===== src/rtl/rtdf_frame_parser_if.sv =====
// RX-FIFO read side and payload stream of the RTDF frame parser, bundled for port use.
interface rtdf_frame_parser_if;
    // Show-ahead FIFO: rx_fifo_rd_data is valid whenever rx_fifo_empty is low and
    // rx_fifo_rd_req pops it at the clock edge. The payload stream moves a word on
    // every edge where out_valid && out_ready; out_data/out_last hold while stalled.
    logic        rx_fifo_empty;
    logic [15:0] rx_fifo_rd_data;
    logic        rx_fifo_rd_req;
    logic        out_valid;
    logic [15:0] out_data;
    logic        out_last;
    logic        out_ready;

    modport master (
        input  rx_fifo_empty, rx_fifo_rd_data, out_ready,
        output rx_fifo_rd_req, out_valid, out_data, out_last
    );

    modport slave (
        output rx_fifo_empty, rx_fifo_rd_data, out_ready,
        input  rx_fifo_rd_req, out_valid, out_data, out_last
    );
endinterface


===== src/rtl/rtdf_frame_parser.sv =====
// Parses DM9000A RX FIFO frames: filters on destination, EtherType and length,
// strips header/sequence/CRC and streams payload words, keeping packet statistics.
module rtdf_frame_parser #(
    parameter logic [47:0] MY_MAC      = 48'h0012_3456_7890,
    parameter logic [15:0] ETHERTYPE   = 16'h88B5,
    parameter logic [9:0]  MAX_PAYLOAD = 10'd736
) (
    input  logic                  clk,
    input  logic                  reset_n,
    rtdf_frame_parser_if.master   bus,
    output logic [8:0]            packet_count,
    output logic [8:0]            good_packet_count,
    output logic [8:0]            seq_gap_count,
    output logic [2:0]            state_dbg
);

    localparam logic [15:0] MAX_LEN = 16'(2 * MAX_PAYLOAD + 20);

    typedef enum logic [2:0] {
        S_LEN     = 3'd0,
        S_HDR     = 3'd1,
        S_SEQ     = 3'd2,
        S_PAYLOAD = 3'd3,
        S_CRC     = 3'd4,
        S_DROP    = 3'd5
    } state_t;

    state_t      state;
    logic [15:0] rem_cnt;     // frame words still in the FIFO for this frame
    logic [9:0]  word_cnt;
    logic        not_mine;
    logic        not_bcast;
    logic        first_good;
    logic [15:0] last_seq;

    logic        in_payload;
    logic        pop;
    logic [15:0] len_words;
    logic        len_ok;
    logic [15:0] mac_word;
    logic        hdr_not_mine;
    logic        hdr_not_bcast;
    logic [15:0] etype_rx;
    logic        hdr_reject;

    assign in_payload         = (state == S_PAYLOAD);
    assign bus.out_valid      = in_payload && !bus.rx_fifo_empty;
    assign bus.out_data       = in_payload ? bus.rx_fifo_rd_data : 16'd0;
    assign bus.out_last       = bus.out_valid && (rem_cnt == 16'd3);
    assign pop                = in_payload ? (bus.out_valid && bus.out_ready) : !bus.rx_fifo_empty;
    assign bus.rx_fifo_rd_req = pop;
    assign state_dbg          = state;

    // Frame word count rounds an odd byte count up to the padding word.
    assign len_words = 16'((17'(bus.rx_fifo_rd_data) + 17'd1) >> 1);
    assign len_ok    = !bus.rx_fifo_rd_data[0] && (bus.rx_fifo_rd_data >= 16'd22) &&
                       (bus.rx_fifo_rd_data <= MAX_LEN);

    // Bytes arrive little-endian within each FIFO word.
    always_comb begin
        mac_word = {MY_MAC[7:0], MY_MAC[15:8]};
        case (word_cnt[1:0])
            2'd0:    mac_word = {MY_MAC[39:32], MY_MAC[47:40]};
            2'd1:    mac_word = {MY_MAC[23:16], MY_MAC[31:24]};
            default: mac_word = {MY_MAC[7:0], MY_MAC[15:8]};
        endcase
    end

    assign hdr_not_mine  = not_mine  || ((word_cnt < 10'd3) && (bus.rx_fifo_rd_data != mac_word));
    assign hdr_not_bcast = not_bcast || ((word_cnt < 10'd3) && (bus.rx_fifo_rd_data != 16'hFFFF));
    assign etype_rx      = {bus.rx_fifo_rd_data[7:0], bus.rx_fifo_rd_data[15:8]};
    assign hdr_reject    = (hdr_not_mine && hdr_not_bcast) || (etype_rx != ETHERTYPE);

    always_ff @(posedge clk or negedge reset_n) begin
        if (!reset_n) begin
            state             <= S_LEN;
            rem_cnt           <= 16'd0;
            word_cnt          <= 10'd0;
            not_mine          <= 1'b0;
            not_bcast         <= 1'b0;
            first_good        <= 1'b1;
            last_seq          <= 16'd0;
            packet_count      <= 9'd0;
            good_packet_count <= 9'd0;
            seq_gap_count     <= 9'd0;
        end else if (pop) begin
            case (state)
                S_LEN: begin
                    packet_count <= packet_count + 9'd1;
                    word_cnt     <= 10'd0;
                    not_mine     <= 1'b0;
                    not_bcast    <= 1'b0;
                    rem_cnt      <= len_words;
                    if (len_ok) begin
                        state <= S_HDR;
                    end else if (len_words != 16'd0) begin
                        state <= S_DROP;
                    end
                end
                S_HDR: begin
                    rem_cnt   <= rem_cnt - 16'd1;
                    word_cnt  <= word_cnt + 10'd1;
                    not_mine  <= hdr_not_mine;
                    not_bcast <= hdr_not_bcast;
                    if (word_cnt == 10'd6) begin
                        state <= hdr_reject ? S_DROP : S_SEQ;
                    end
                end
                S_SEQ: begin
                    rem_cnt           <= rem_cnt - 16'd1;
                    good_packet_count <= good_packet_count + 9'd1;
                    if (!first_good && (bus.rx_fifo_rd_data != last_seq + 16'd1)) begin
                        seq_gap_count <= seq_gap_count + 9'd1;
                    end
                    last_seq   <= bus.rx_fifo_rd_data;
                    first_good <= 1'b0;
                    state      <= S_PAYLOAD;
                end
                S_PAYLOAD: begin
                    // Two CRC words trail the final payload word.
                    rem_cnt <= rem_cnt - 16'd1;
                    if (rem_cnt == 16'd3) begin
                        state <= S_CRC;
                    end
                end
                S_CRC, S_DROP: begin
                    rem_cnt <= rem_cnt - 16'd1;
                    if (rem_cnt == 16'd1) begin
                        state <= S_LEN;
                    end
                end
                default: state <= S_LEN;
            endcase
        end
    end

endmodule


===== src/flat_wrapper.sv =====
// flat-port wrapper written by rule: the top's interface ports become plain ports
module rtdf_frame_parser_flat 
#(
    parameter logic [47:0] MY_MAC      = 48'h0012_3456_7890,
    parameter logic [15:0] ETHERTYPE   = 16'h88B5,
    parameter logic [9:0]  MAX_PAYLOAD = 10'd736
)
  (clk, reset_n, packet_count, good_packet_count, seq_gap_count, state_dbg, bus_rx_fifo_empty, bus_rx_fifo_rd_data, bus_out_ready, bus_rx_fifo_rd_req, bus_out_valid, bus_out_data, bus_out_last);
  rtdf_frame_parser_if bus_i ();
  input  logic clk;
  input  logic reset_n;
  output logic [8:0] packet_count;
  output logic [8:0] good_packet_count;
  output logic [8:0] seq_gap_count;
  output logic [2:0] state_dbg;
  input wire logic [$bits(bus_i.rx_fifo_empty)-1:0] bus_rx_fifo_empty;
  input wire logic [$bits(bus_i.rx_fifo_rd_data)-1:0] bus_rx_fifo_rd_data;
  input wire logic [$bits(bus_i.out_ready)-1:0] bus_out_ready;
  output wire logic [$bits(bus_i.rx_fifo_rd_req)-1:0] bus_rx_fifo_rd_req;
  output wire logic [$bits(bus_i.out_valid)-1:0] bus_out_valid;
  output wire logic [$bits(bus_i.out_data)-1:0] bus_out_data;
  output wire logic [$bits(bus_i.out_last)-1:0] bus_out_last;
  assign bus_i.rx_fifo_empty = bus_rx_fifo_empty;
  assign bus_i.rx_fifo_rd_data = bus_rx_fifo_rd_data;
  assign bus_i.out_ready = bus_out_ready;
  assign bus_rx_fifo_rd_req = bus_i.rx_fifo_rd_req;
  assign bus_out_valid = bus_i.out_valid;
  assign bus_out_data = bus_i.out_data;
  assign bus_out_last = bus_i.out_last;
  rtdf_frame_parser #(.MY_MAC(MY_MAC), .ETHERTYPE(ETHERTYPE), .MAX_PAYLOAD(MAX_PAYLOAD)) u_core (.clk(clk), .reset_n(reset_n), .bus(bus_i), .packet_count(packet_count), .good_packet_count(good_packet_count), .seq_gap_count(seq_gap_count), .state_dbg(state_dbg));
endmodule

===== config.mk =====
export PLATFORM = sky130hd
export DESIGN_NAME = rtdf_frame_parser_flat
export DESIGN_NICKNAME = d
export VERILOG_FILES = /design/src/rtl/rtdf_frame_parser_if.sv /design/src/rtl/rtdf_frame_parser.sv /design/src/flat_wrapper.sv
export SDC_FILE = /design/constraint.sdc
export NUM_CORES = 1
export LEC_CHECK = 0
export CAP_MARGIN = 10
export CORE_MARGIN = 2
export CORE_UTILIZATION = 56
export CTS_BUF_LIST = sky130_fd_sc_hd__clkbuf_16
export DETAILED_ROUTE_END_ITERATION = 7
export GPL_TIMING_DRIVEN = 0
export PLACE_DENSITY = 0.91
export SYNTH_ARGS = -nofsm -noshare
export SYNTH_HDL_FRONTEND = slang
export SYNTH_SLANG_ARGS = --single-unit
export TNS_END_PERCENT = 100

===== constraint.sdc =====
create_clock -name clk -period 2.9 [get_ports clk]
set_clock_uncertainty 0.05 [all_clocks]
set_input_delay 0.29 -clock clk [delete_from_list [all_inputs] [get_ports clk]]
set_output_delay 0.29 -clock clk [all_outputs]
set_load 0.005 [all_outputs]

# == Word level (Yosys, flattened, before mapping) ==
# Cells that the tools add are included.
# totals
latchBits,0
output_inout_bits,49
rom_bits,0
mem_bits_rw,0
register_bits,75
memories,0
input_bits,20
# op_classes
div_mod_pow,0
mux,14
add_sub_neg,7
mul,0
reduce_logical,28
n_bitwise,0
eq_ne,17
n_shift,0
order_cmp,3
# op_table
op,n
$pmux W16 S2,2
$ne A16 B16 Y1,2
$ne A16 B16 Y1 const B,2
$add A9 B1 Y9 const B,3
$pmux W10 S2,1
$mux W3,6
$add A16 B1 Y17 const B,1
$add A16 B1 Y16 const B,1
$eq A16 B1 Y1 const B,1
$eq A16 B2 Y1 const B,1
$ge A16 B5 Y1 const B,1
$le A16 B11 Y1 const B,1
$mux W16,1
$reduce_bool A16 Y1,1
$sub A16 B1 Y16 const B,1
$pmux W3 S5,1
$add A10 B1 Y10 const B,1
$eq A10 B3 Y1 const B,1
$lt A10 B2 Y1 const B,1
$logic_and A1 B1 Y1,9
$reduce_and A2 Y1,4
$eq A3 B2 Y1 const B,2
$eq A3 B3 Y1 const B,2
$reduce_and A5 Y1,1
15 further kinds,22

# == Longest topological paths before layout ==
# logic_depth
ltp_word,10
depth_mapped,10
mapped_depth_nobuf,9

# == Least setup slack after synthesis ==
# Ideal clock, no wire load.
# synth_timing
path_type,reg2reg
startpoint,reg u_core.last_seq[7]
endpoint,reg u_core.seq_gap_count[1]
setup_time_ns,0.125
t_arrival_ns,2.309
path_buffers,1
slack_ns,0.416
synth_period_minus_slack_ns,2.484
required_time_ns,2.725
stages_incl_launch_ff,10
path_cell_list,dfrtp_1 clkbuf_1 nand4_1 nor2_1 nand3_1 xnor2_1 o311a_1 nor4_4 nor3_2 mux2_4
# synth_between
elab_chain_len,4
# synth_rtl
element,line_no,source
"start, declared",rtdf_frame_parser.sv:34,logic [15:0] last_seq;
"start signal, assigned",rtdf_frame_parser.sv:115,last_seq <= bus.rx_fifo_rd_data;
$add A16 B1 Y16,rtdf_frame_parser.sv:112,if (!first_good && (bus.rx_fifo_rd_data != last_seq + 16'd1)) begin
$ne A16 B16 Y1,rtdf_frame_parser.sv:112,
$logic_and A1 B1 Y1,rtdf_frame_parser.sv:112,
$reduce_and A3 Y1 (no line),-,
"end signal, assigned",rtdf_frame_parser.sv:113,seq_gap_count <= seq_gap_count + 9'd1;
"end, declared",rtdf_frame_parser.sv:13,"output logic [8:0] seq_gap_count,"
# No other way between the ends.
# A chain may end at the register's enable or synchronous reset.

# == Worst setup path after layout ==
# layout_timing
startpoint,in bus_rx_fifo_rd_data[2]
endpoint,"reg u_core.state[0], in the netlist u_core.state_dbg[0]"
# layout_between
elab_chain_len,8
word_cells_on_any_way,21
cone_classes,1 x add/sub; 2 x order compare; 4 x eq/ne; 4 x mux; 10 x reduce/logical
# layout_rtl
element,line_no,source
"start, declared",flat_wrapper.sv:17,input wire logic [$bits(bus_i.rx_fifo_rd_data)-1:0] bus_rx_fifo_rd_data;
branches (longest 8 deep; another with $add A16 B1 Y17),-,
"end signal, assigned",rtdf_frame_parser.sv:106,state <= hdr_reject ? S_DROP : S_SEQ;
"end, declared",rtdf_frame_parser.sv:28,state_t state;
# Parallel ways; which one is timed is not known. The select of a mux whose other input is x is not followed.

==> results.sh <==
export IMPL_syn_cell_area_um2=5079
export IMPL_die_area_um2=9847
export IMPL_hold_viol_final=0
export IMPL_cp_required_ns=3.07
export IMPL_p_leak_nw=2.648
export IMPL_synth_edf_count=0
export IMPL_initial_core_util_pct=57.95
export IMPL_drc_errors=0
export IMPL_root_buffer="clkbuf_16"
export IMPL_synth_area_top_cells="dfrtp_1 36%, nand2_1 6.4%, xnor2_1 5.9%"
export IMPL_drt_iter0_markers=641
export IMPL_startpoint="bus_rx_fifo_rd_data[2]"
export IMPL_hp_start="bus_rx_fifo_rd_data[11]"
export IMPL_antenna_cells=0
export IMPL_die_h_um=99.23
export IMPL_clk_pin_slew_ns=0.07
export IMPL_drt_total_wl_um=14990
export IMPL_rsz0062_at_grt="false"
export IMPL_reg2reg_from="u_core.last_seq[7]$_DFFE_PN0P_"
export IMPL_antenna_found_initial=0
export IMPL_portBuffers=61
export IMPL_combPwrFrac_pct=43.7
export IMPL_reg2reg_depth=10
export IMPL_pre_cts_ws_ns=-0.1654
export IMPL_synthesis_nets=647
export IMPL_ys_flop_type="dfrtp_1"
export IMPL_setup_ws_ns=0.02831
export IMPL_synth_cells=613
export IMPL_status="complete, no violations"
export IMPL_p_per_area_nw_per_um2=857.0
export IMPL_worst_path_max_fanout=6
export IMPL_cp_endpoint="u_core.state_dbg[0]$_DFFE_PN0P_"
export IMPL_worst_pin_slew_ns=0.6763
export IMPL_final_util_pct=71.32
export IMPL_endpoint_kind="register"
export IMPL_yosysWarnings=0
export IMPL_crit_type="input port to register"
export IMPL_vias=5106
export IMPL_stdcell_area_um2=6250
export IMPL_synth_top_cell_area_share_pct=36.46
export IMPL_internal_power_mw=3.116
export IMPL_clkSinkCount=75
export IMPL_clk_latency_ns=0.35
export IMPL_ant_nets=0
export IMPL_fin_nets=725
export IMPL_avgSynthCellArea_um2=8.285
export IMPL_async_flop_share_pct=100.0
export IMPL_yosysUniqueCellTypes=64
export IMPL_die_x_um=99.23
export IMPL_regArea_um2=1878
export IMPL_peakVddDrop_v=0.0005078
export IMPL_grt_pass1_vias=4981
export IMPL_area_growth_pct=23.06
export IMPL_core_area_um2=8763
export IMPL_multi_input_area_um2=3019
export IMPL_pwr_share_clk_pct=21.3
export IMPL_ys_ff_latch=75
export IMPL_numCtsBuffers=9
export IMPL_pwr_share_seq_pct=34.9
export IMPL_grt_ovfl_total=0
export IMPL_drive_gt1_share_pct=8.190
export IMPL_fp_row_count=34
export IMPL_final_cell_mix="87 x nand2_1, 74 x dfrtp_1, 60 x clkdlybuf4s50_1"
export IMPL_relSlewSlack_pct=54.57
export IMPL_setup_viol=0
export IMPL_grt_pass1_wl_um=24520
export IMPL_reg2reg_to="u_core.seq_gap_count[1]$_DFFE_PN0P_"
export IMPL_synth_area_leader_cell="dfrtp_1"
export IMPL_switching_share_pct=41.82
export IMPL_maxCapViolCount=0
export IMPL_grt_usage_pct=31.03
export IMPL_final_max_slew_viol_count=0
export IMPL_finalCritPeriodShare_pct=99.02
export IMPL_cts_tree="done"
export IMPL_clk_path_buf_depth=2
export IMPL_place_gp_congestion=0.9220
export IMPL_finalPower_mw=5.356
export IMPL_cts_htree_levels=3
export IMPL_place_area_um2=5849
export IMPL_drt_vias_per_instance=6.351
export IMPL_wl_per_cell_um=18.64
export IMPL_hpwl_um=10380
export IMPL_fin_crit_ns=2.872
export IMPL_switchingPower_mw=2.240
export IMPL_hold_class="input port to register"
export IMPL_ys_seq_area_share_pct=36.98
export IMPL_fillers=651
export IMPL_clock_fmax_mhz=348.2
export IMPL_crit_path_start_kind="input port"
export IMPL_dr_pass1_iters=5
export IMPL_io_pins=69
export IMPL_grt_max_degree=48
export IMPL_regToRegSetupSlack_ns=0.15
export IMPL_mostFrequentLayoutCell="nand2_1"
export IMPL_arrival_ns=3.04
final cells by class:
cell class	count	area share, %
multi-input cells	482	48.31
inverters	14	0.8408
plain buffers	42	3.023
repair buffers	67	10.81
flip-flops and latches	75	30.05
well taps	108	2.162
clock inverters	7	1.201
clock buffers	9	3.604
power by group through the flow:
| stage | Combinational (mW) | Sequential, mW | Clock [mW] |
|---|---|---|---|
| floorplan | 1.54 | 1.76 | 0 |
| global placement | 2.14 | 1.82 | 0 |
| detailed placement | 2.23 | 1.85 | 0 |
| CTS | 2.27 | 1.84 | 1.15 |
| global route | 2.58 | 1.93 | 1.18 |
| finish | 2.34 | 1.87 | 1.14 |
cells in the mapped netlist (5+ instances only):
cell and instances:
o21ai_0 33, a21oi_1 23, a31oi_1 8, xor2_1 24
nor3_1 20, clkbuf_1 29, xnor2_1 34, ha_1 14
nand4_1 19, nand3_1 34, and3_1 26, nor4_1 12
or3_1 10, nor2_1 53, inv_1 14, a22o_1 5
dfrtp_1 74, buf_2 8, nand2_1 87
cell families (layout without fill, tap and decap cells):
logic type / count (synthesis) / after routing / share of synthesized area [%]
XOR/XNOR: 60 / 60 / 10.64
AO/OA/AOI/OAI: 107 / 107 / 13.65
flip-flops: 75 / 75 / 36.98
multiplexers: 5 / 5 / 1.182
adder cells (fa/ha/maj): 14 / 14 / 3.449
buffers and inverters: 56 / 139 / 4.656
AND/OR/NAND/NOR: 296 / 296 / 29.44
worst max-delay path, cell delays in order:
cell and delay (ns):
clkdlybuf4s50_1 0.66, and3_1 0.29, and3_1 0.17, clkbuf_1 0.24, nand3_1 0.14, xnor2_1 0.30
nor2_1 0.08, and3_1 0.18, a31oi_1 0.31, mux2_2 0.38
metrics by stage:
stage | instances | setup TNS (ns) | hold slack (ns)
6_report | 804 | 0 | 0.2498
4_1_cts | 802 | 0 | 0.2448
3_3_place_gp | 782 | -79.16 | 0.4099
5_1_grt | 804 | 0 | 0.2593
3_5_place_dp | 783 | -0.3793 | 0.1940
2_1_floorplan | 613 | 0 | -0.05559
flip-flops by register name (all words and copies together), names as in the netlist:
name,count
u_core.packet_count,9
u_core.not_bcast,1
u_core.good_packet_count,9
u_core.seq_gap_count,9
u_core.rem_cnt,16
u_core.first_good,1
u_core.not_mine,1
u_core.state_dbg,3
u_core.word_cnt,10
u_core.last_seq,16
routing by layer:
layer / up-vias / wire length [um] / track usage (%)
met1: 2450 / 6009 / 40.92
li1: 2327 / - / -
met3: 50 / 1113 / 4.216
met4: 0 / 516 / 14.23
met5: - / 0 / 0
met2: 279 / 7349 / 51.04
repair_timing:
action,in CTS,in global routing
hold buffers,1,0
setup buffers,2,2
cloned,0,0
pin swaps,1,1
setup endpoints to repair,2,12
hold endpoints to repair,28,0
resized for setup,0,13
worst min path at each step:
stage | end | slack, ns | cells after the start
6_report | u_core.last_seq[11]$_DFFE_PN0P_ | 0.25 | 3
3_3_place_gp | u_core.good_packet_count[8]$_DFFE_PN0P_ | 0.41 | 1
2_1_floorplan | u_core.good_packet_count[0]$_DFFE_PN0P_ | -0.06 | 0
4_1_cts | u_core.last_seq[13]$_DFFE_PN0P_ | 0.24 | 3
5_1_grt | u_core.last_seq[11]$_DFFE_PN0P_ | 0.26 | 3
3_5_place_dp | u_core.packet_count[2]$_DFFE_PN0P_ | 0.19 | 1
Power figures use the tool's default switching activity.
==> edit 1, RTL diff (same flow settings) <==
Make the reset (`reset_n`) synchronous in one clocked block.
--- a/src/rtl/rtdf_frame_parser.sv
+++ b/src/rtl/rtdf_frame_parser.sv
@@ -73,3 +73,3 @@
 
-    always_ff @(posedge clk or negedge reset_n) begin
+    always_ff @(posedge clk) begin
         if (!reset_n) begin
Check against the original RTL: differs if reset_n is asserted again (counterexample within 4 cycles, from zero or initial values and one cycle with reset_n low); with reset_n held inactive, the same outputs for 4 cycles.
==> edit 1 against the unedited design <==
- area after synthesis is 1.1% lower
- final area shrank 2.1%
- via count is 6.1% higher
- sequential cell count unchanged
- wire length fell by 0.86%
- core utilization fell by 1.2 points
- the flow now finishes with violations (design-rule violations)
- setup slack gained 31 ps
- largest cell class unchanged
Power is not compared: it rests on default switching activity, and its combinational part moved more than twofold at a synthesized area within 25%.
==> edit 1: results (changes against the unedited design) <==
Synth:
- The post-synthesis net count is 716 (+11%).
- By count the netlist is led by 97 x sky130_fd_sc_hd__nand2_1, 75 x sky130_fd_sc_hd__dfxtp_1, 66 x sky130_fd_sc_hd__nor2_1.
- The adder-cell share of the synthesized area is 0.0374 (+0.00287).
- For this run, the leading register cell type out of synthesis is sky130_fd_sc_hd__dfxtp_1.
- Yosys attributes the largest share of cell area to sky130_fd_sc_hd__dfxtp_1 30%, sky130_fd_sc_hd__nand2_1 7.2%, sky130_fd_sc_hd__nor2_1 4.9%.
- The fraction of synthesized cell area in xor and xnor cells came to 0.0924 (-0.0140).
- The share of synthesized area occupied by flip-flops and latches is 0.299 (-0.0709).
- The share of async-settable or async-resettable flops after synthesis came to 0 (-1.00).
- The count of yosys warnings during synthesis was 0 (unchanged).
- The post-synthesis compound-gate area fraction came to 0.169 (+0.0326).
- The multiplexer fraction of the synthesized cell area was 0.0199 (+0.00810).
- The count of different cell masters after synthesis was 61 (-4.7%).

Drt:
- The wire length per cell was 17.2 µm (-7.9%).
- The violation count after the first detailed-routing iteration is 661 (+3.1%).
- The post-detailed-route DRC marker count was 1 (+1).
- The number of search-and-repair iterations in the first detailed-routing pass is 8 (+3).
- The routed length on met1 is 6250 µm (+4.0%).
- The via density per instance is 6.26 (-1.4%).
- The highest metal layer with signal wires is met4.
- The met2 layer wire length in the routed design is 6970 µm (-5.1%).
- The wire length on met3 was 1230 µm (+10%).

Place:
- The placement-stage cell area was 5780 µm² (-1.2%).
- The number of buffers added on ports is 62 (+1.6%).
- The post-placement setup slack is -230 ps (-64.9 ps).
- The routability-driven placement congestion ratio came to 0.956 (+3.7%).
- The detailed placement HPWL is 10800 µm (+3.8%).

Status:
- The run finished, with violations left.
- The final reports fail on design-rule violations.

Global route:
- The met3 capacity usage during global routing came to 0.0482 (+0.00606).
- The via count of the first global-routing pass is 4985 (+0.080%).
- The met2 demand-to-capacity share in global routing came to 0.484 (-0.0269).
- The met1 usage in global routing came to 0.391 (-0.0180).
- The number of antenna violations at the first check in global routing is 0 (unchanged).
- The pin count of the biggest net entering global routing was 13 (-73%).
- The overall global routing resource usage was 0.297 (-0.0132).
- The wire length of the first global-routing pass is 23700 µm (-3.3%).

Timing:
- The measured slew at the worst slew-check pin was 732 ps (+55.2 ps).

Final layout:
- The count of antenna diodes in the layout is 0 (unchanged).
- The fraction of final layout cells with drive strength greater than 1 came to 0.0462 (-0.0357).
- The filler cell count is 700 (+7.5%).
- The final layout net count was 788 (+8.7%).

Critical path:
- The worst-path cell with the longest stage delay is sky130_fd_sc_hd__or4b_2.
- In this design, the largest share of critical-path delay is due to simple AND/OR/NAND/NOR gates.
- The worst path arrival time came to 3060 ps (+20 ps).
- The worst stage delay on the critical path came to 690 ps (+30 ps).

Clock tree:
- The number of post-CTS setup repair buffers was 0 (-2).

Power:
- The maximum resistive drop on vdd is 0.330 mV.
- The post-layout total power is 3420 µW.

Hold path:
- The path class of the tightest hold or removal check is in -> reg.
## edit 1: cell types whose count changed in the layout (fill, tap and decap cells not counted), moves of 6 or more
| cell | delta |
|---|---|
| sky130_fd_sc_hd__a21boi_0 | +14 |
| sky130_fd_sc_hd__a21oi_1 | +20 |
| sky130_fd_sc_hd__and2_1 | +15 |
| sky130_fd_sc_hd__and3_1 | -11 |
| sky130_fd_sc_hd__clkbuf_1 | +11 |
| sky130_fd_sc_hd__dfrtp_1 | -74 |
| sky130_fd_sc_hd__dfxtp_1 | +74 |
| sky130_fd_sc_hd__mux2i_1 | +10 |
| sky130_fd_sc_hd__nand2_1 | +10 |
| sky130_fd_sc_hd__nand2b_1 | +7 |
| sky130_fd_sc_hd__nand3_1 | -10 |
| sky130_fd_sc_hd__nor2_1 | +16 |
| sky130_fd_sc_hd__nor2b_1 | +6 |
| sky130_fd_sc_hd__xnor2_1 | -9 |
## edit 1: worst paths after layout
| path | start | endpoint | slack (ps) | depth (start not counted) |
|---|---|---|---|---|
| worst max-delay path | bus_rx_fifo_rd_data[2] | u_core.state_dbg[1]$_SDFFE_PN0P_ | 60 | 6 |
| worst max register to register | u_core.rem_cnt[5]$_SDFFE_PN0P_ | u_core.state_dbg[1]$_SDFFE_PN0P_ | 110 | 8 |
| worst min-delay path | bus_rx_fifo_rd_data[9] | u_core.last_seq[9]$_SDFFE_PN0P_ | 350 | 3 |
| worst min register to register | u_core.first_good$_SDFFE_PN1P_ | u_core.first_good$_SDFFE_PN1P_ | 400 | 2 |
## edit 1: repair_timing
| item | CTS | global route |
|---|---|---|
| pin swaps | 0 | 1 |
| resized for setup | 1 | 11 |
| endpoints found under the setup margin | 1 | 24 |
## edit 1: kinds of logic (layout without fill, tap and decap cells)
group                      Yosys count  after routing
buffers and inverters               60            136
muxes                               10             10
adders and majority gates           15             15
DFF                                 75             75
xor gates and xnor gates            53             53
and+or+nand+nor                    331            331
AOI/OAI and AO/OA                  137            137
## edit 1: stage by stage
| stage | utilization | TNS, ps | hold slack [ps] | instances |
|---|---|---|---|---|
| floorplan | - | 0 | 365 | 681 |
| global placement | 0.663 | -414 | 379 | 851 |
| detailed placement | 0.663 | -1030 | 382 | 851 |
| CTS | 0.696 | 0 | 342 | 866 |
| global route | 0.701 | 0 | 404 | 865 |
| finish | 0.701 | 0 | 351 | 865 |
## edit 1: area by class of cell
| type | count | area (µm²) | share of cell area |
|---|---|---|---|
| multi-input combinational | 546 | 3330 | 0.544 |
| buffer | 46 | 195 | 0.0319 |
| clock buffer | 9 | 225 | 0.0368 |
| sequential | 75 | 1500 | 0.246 |
| clock inverter | 6 | 58.8 | 0.00962 |
| timing repair buffer | 62 | 621 | 0.101 |
| inverter | 13 | 48.8 | 0.00798 |
| tap | 108 | 135 | 0.0221 |
==> edit 2, RTL diff (same flow settings) <==
Made on the original files. `MAX_PAYLOAD` is set to 10'd736 in 2 places; all go to 10'd512.
--- a/src/rtl/rtdf_frame_parser.sv
+++ b/src/rtl/rtdf_frame_parser.sv
@@ -5,3 +5,3 @@
     parameter logic [15:0] ETHERTYPE   = 16'h88B5,
-    parameter logic [9:0]  MAX_PAYLOAD = 10'd736
+    parameter logic [9:0]  MAX_PAYLOAD = 10'd512
 ) (
--- a/src/flat_wrapper.sv
+++ b/src/flat_wrapper.sv
@@ -5,3 +5,3 @@
     parameter logic [15:0] ETHERTYPE   = 16'h88B5,
-    parameter logic [9:0]  MAX_PAYLOAD = 10'd736
+    parameter logic [9:0]  MAX_PAYLOAD = 10'd512
 )
Function: changed (a bounded check fails within 4 cycles, from zero or initial values and one cycle with reset_n low).
==> edit 2 against the unedited design <==
- combinational power shrank 48%
- sequential cell count is the same
- setup slack gained 17 ps
- power shrank 27%
- critical path depth is the same
- synthesized cell count shrank 6.9%
- area after synthesis is essentially flat
- register-to-register slack gained 20 ps
- wire length shrank 5.3%
- via count shrank 2.6%
- fmax grew 0.60%
- sequential share of layout area grew 0.30 points
- final area shrank 0.98%
- critical endpoint is now u_core.state_dbg[2]$_DFFE_PN0P_
- highest routed layer unchanged
==> edit 2: results (changes against the unedited design) <==
Drt:
- The post-detailed-route DRC marker count is 0 (unchanged).
- The number of search-and-repair iterations in the first detailed-routing pass came to 5 (unchanged).
- The wire length per cell is 18.7 µm (about the same).
- The via density per instance was 6.53 (+2.9%).
- The violation count after the first detailed-routing iteration came to 558 (-13%).

Timing:
- The maximum operating frequency came to 0.350 GHz (+0.60%).
- The final count of pins violating max slew is 0 (unchanged).
- The worst hold margin came to 192 ps (-57.6 ps).
- The worst-case headroom to the max-slew limit is 0.218 (-0.327).

Clock tree:
- The maximum buffer depth of the clock tree is 2 (unchanged).
- The number of buffers created by CTS is 9 (unchanged).
- The tree is rooted in a sky130_fd_sc_hd__clkbuf_16.
- The clock reaches the later pin of the worst-skew pair after 340 ps.
- The clock input transition at the sequential cells of the worst setup and hold paths was 70 ps (about the same).
- The number of post-CTS setup repair buffers is 0 (-2).
- The number of H-tree levels is 3 (unchanged).

Place:
- The detailed placement HPWL was 9990 µm (-3.8%).
- The routability-driven placement congestion ratio is 0.962 (+4.3%).
- The placement-stage cell area is 5870 µm² (+0.34%).
- The post-placement setup slack was -170 ps (-4.68 ps).
- The number of buffers added on ports is 64 (+4.9%).

Hold path:
- The path class of the tightest hold or removal check is in -> reg.
- The worst hold path cell count is 2 (-1).

Final layout:
- The final layout net count is 682 (-5.9%).
- The count of antenna diodes in the layout came to 0 (unchanged).
- From synthesis to final layout, the design area changed by 21.9%.
- The largest registers in the layout are u_core.last_seq (16), u_core.rem_cnt (16), u_core.word_cnt (10).
- The fraction of final layout cells with drive strength greater than 1 is 0.103 (+0.0207).
- The filler cell count was 632 (-2.9%).

Global route:
- The number of antenna violations at the first check in global routing is 0 (unchanged).
- The wire length of the first global-routing pass came to 23500 µm (-4.0%).
- The overall global routing resource usage came to 0.293 (-0.0174).
- The pin count of the biggest net entering global routing is 46 (-4.2%).
- The via count of the first global-routing pass is 4866 (-2.3%).

Power:
- The maximum resistive drop on vdd came to 0.541 mV (+6.6%).
- The static leakage is 0.00250 µW (-5.7%).

Status:
- The run finished with clean final reports.

Synth:
- The count of yosys warnings during synthesis came to 0 (unchanged).
- The post-synthesis net count is 605 (-6.5%).
- In the synthesized netlist, the cells that appear most often are 74 x sky130_fd_sc_hd__dfrtp_1, 51 x sky130_fd_sc_hd__nor2_1, 48 x sky130_fd_sc_hd__nand2_1.
- The share of synthesized area occupied by flip-flops and latches is 0.370 (about the same).
- The fraction of synthesized cell area taken by the top area cell type is 0.365 (about the same).
- The per-instance average area after synthesis was 8.89 µm² (+7.3%).
- The share of async-settable or async-resettable flops after synthesis is 1.00 (unchanged).
- After synthesis, the cell types taking the most area are sky130_fd_sc_hd__dfrtp_1 36%, sky130_fd_sc_hd__xnor2_1 6.4%, sky130_fd_sc_hd__nor2_1 3.8%.
- The count of different cell masters after synthesis came to 73 (+14%).

Critical path:
- The worst-path maximum fanout is 6 (unchanged).
- The slack of the worst reg-to-reg path came to 170 ps (+20 ps).
- The worst path arrival time came to 3010 ps (-30 ps).
- The cell depth of the worst flop-to-flop path came to 4 (-6).

Run:
- The max-capacitance violation count was 0 (unchanged).
[edit 2: changes by cell type in the layout (fill, tap and decap cells not counted), sizes merged, moves of 7 or more]
cell,change
nand3,-9
clkbuf,-9
and3,-15
and2,+13
nand2,-38
or3,-7
mux2,+13
[edit 2: where the power goes]
group | leakage (µW) | internal [µW] | switching (µW)
sequential | 0.000962 | 1260 | 276
clock | 0.000144 | 673 | 473
combinational | 0.00139 | 517 | 703
[edit 2: final timing paths]
| kind | startpoint | endpoint |
|---|---|---|
| max | bus_rx_fifo_rd_data[0] | u_core.state_dbg[2]$_DFFE_PN0P_ |
| min | bus_rx_fifo_rd_data[9] | u_core.last_seq[9]$_DFFE_PN0P_ |
| max reg2reg | u_core.state_dbg[2]$_DFFE_PN0P_ | u_core.last_seq[9]$_DFFE_PN0P_ |
| min reg2reg | u_core.packet_count[8]$_DFFE_PN0P_ | u_core.packet_count[8]$_DFFE_PN0P_ |
| max in group asynchronous | reset_n | u_core.first_good$_DFFE_PN1P_ |
| min in group asynchronous | reset_n | u_core.rem_cnt[10]$_DFFE_PN0P_ |
[edit 2: worst max-delay path, stage by stage]
cell and delay (ps):
sky130_fd_sc_hd__clkdlybuf4s50_1 640, sky130_fd_sc_hd__ha_2 310, sky130_fd_sc_hd__and2_1 260, sky130_fd_sc_hd__and4_1 210, sky130_fd_sc_hd__buf_2 180, sky130_fd_sc_hd__mux2i_1 200
sky130_fd_sc_hd__a21oi_1 80, sky130_fd_sc_hd__nor3_1 240, sky130_fd_sc_hd__a41o_1 260, sky130_fd_sc_hd__mux2_1 340
[edit 2: cell type report]
class,count,area share
multi-input combinational,449,0.484
buffer,31,0.0239
inverter,16,0.00970
timing repair buffer,66,0.108
tap,108,0.0218
sequential,75,0.303
clock inverter,7,0.0123
clock buffer,9,0.0364
[edit 2: per-layer routing]
layer,GRT usage,part of all wire,vias to the layer above
met5,0,0,-
met4,0.146,0.039,0
met3,0.0604,0.093,72
met2,0.479,0.48,319
met1,0.370,0.39,2348
li1,-,-,2233
[edit 2: stage by stage]
stage          total power [µW]  instances  TNS (ps)
3_3_place_gp               2640        743    -77680
2_1_floorplan              2300        571         0
3_5_place_dp               2720        744      -189
4_1_cts                    3880        761         0
5_1_grt                    4120        761         0
6_report                   3900        761         0
[edit 2: what timing repair did]
action | CTS | global route
hold endpoints to repair | 30 | 0
hold buffers | 1 | 0
resized for setup | 0 | 2
endpoints found under the setup margin | 0 | 2
[edit 2: cell families after synthesis]
kind of cell,count (synthesis),synth area share
simple gates,247,0.261
compound gates,110,0.149
flops,75,0.370
xor+xnor,56,0.0966
buf+inv,47,0.0409
mux,22,0.0486
fa+ha+maj,14,0.0345
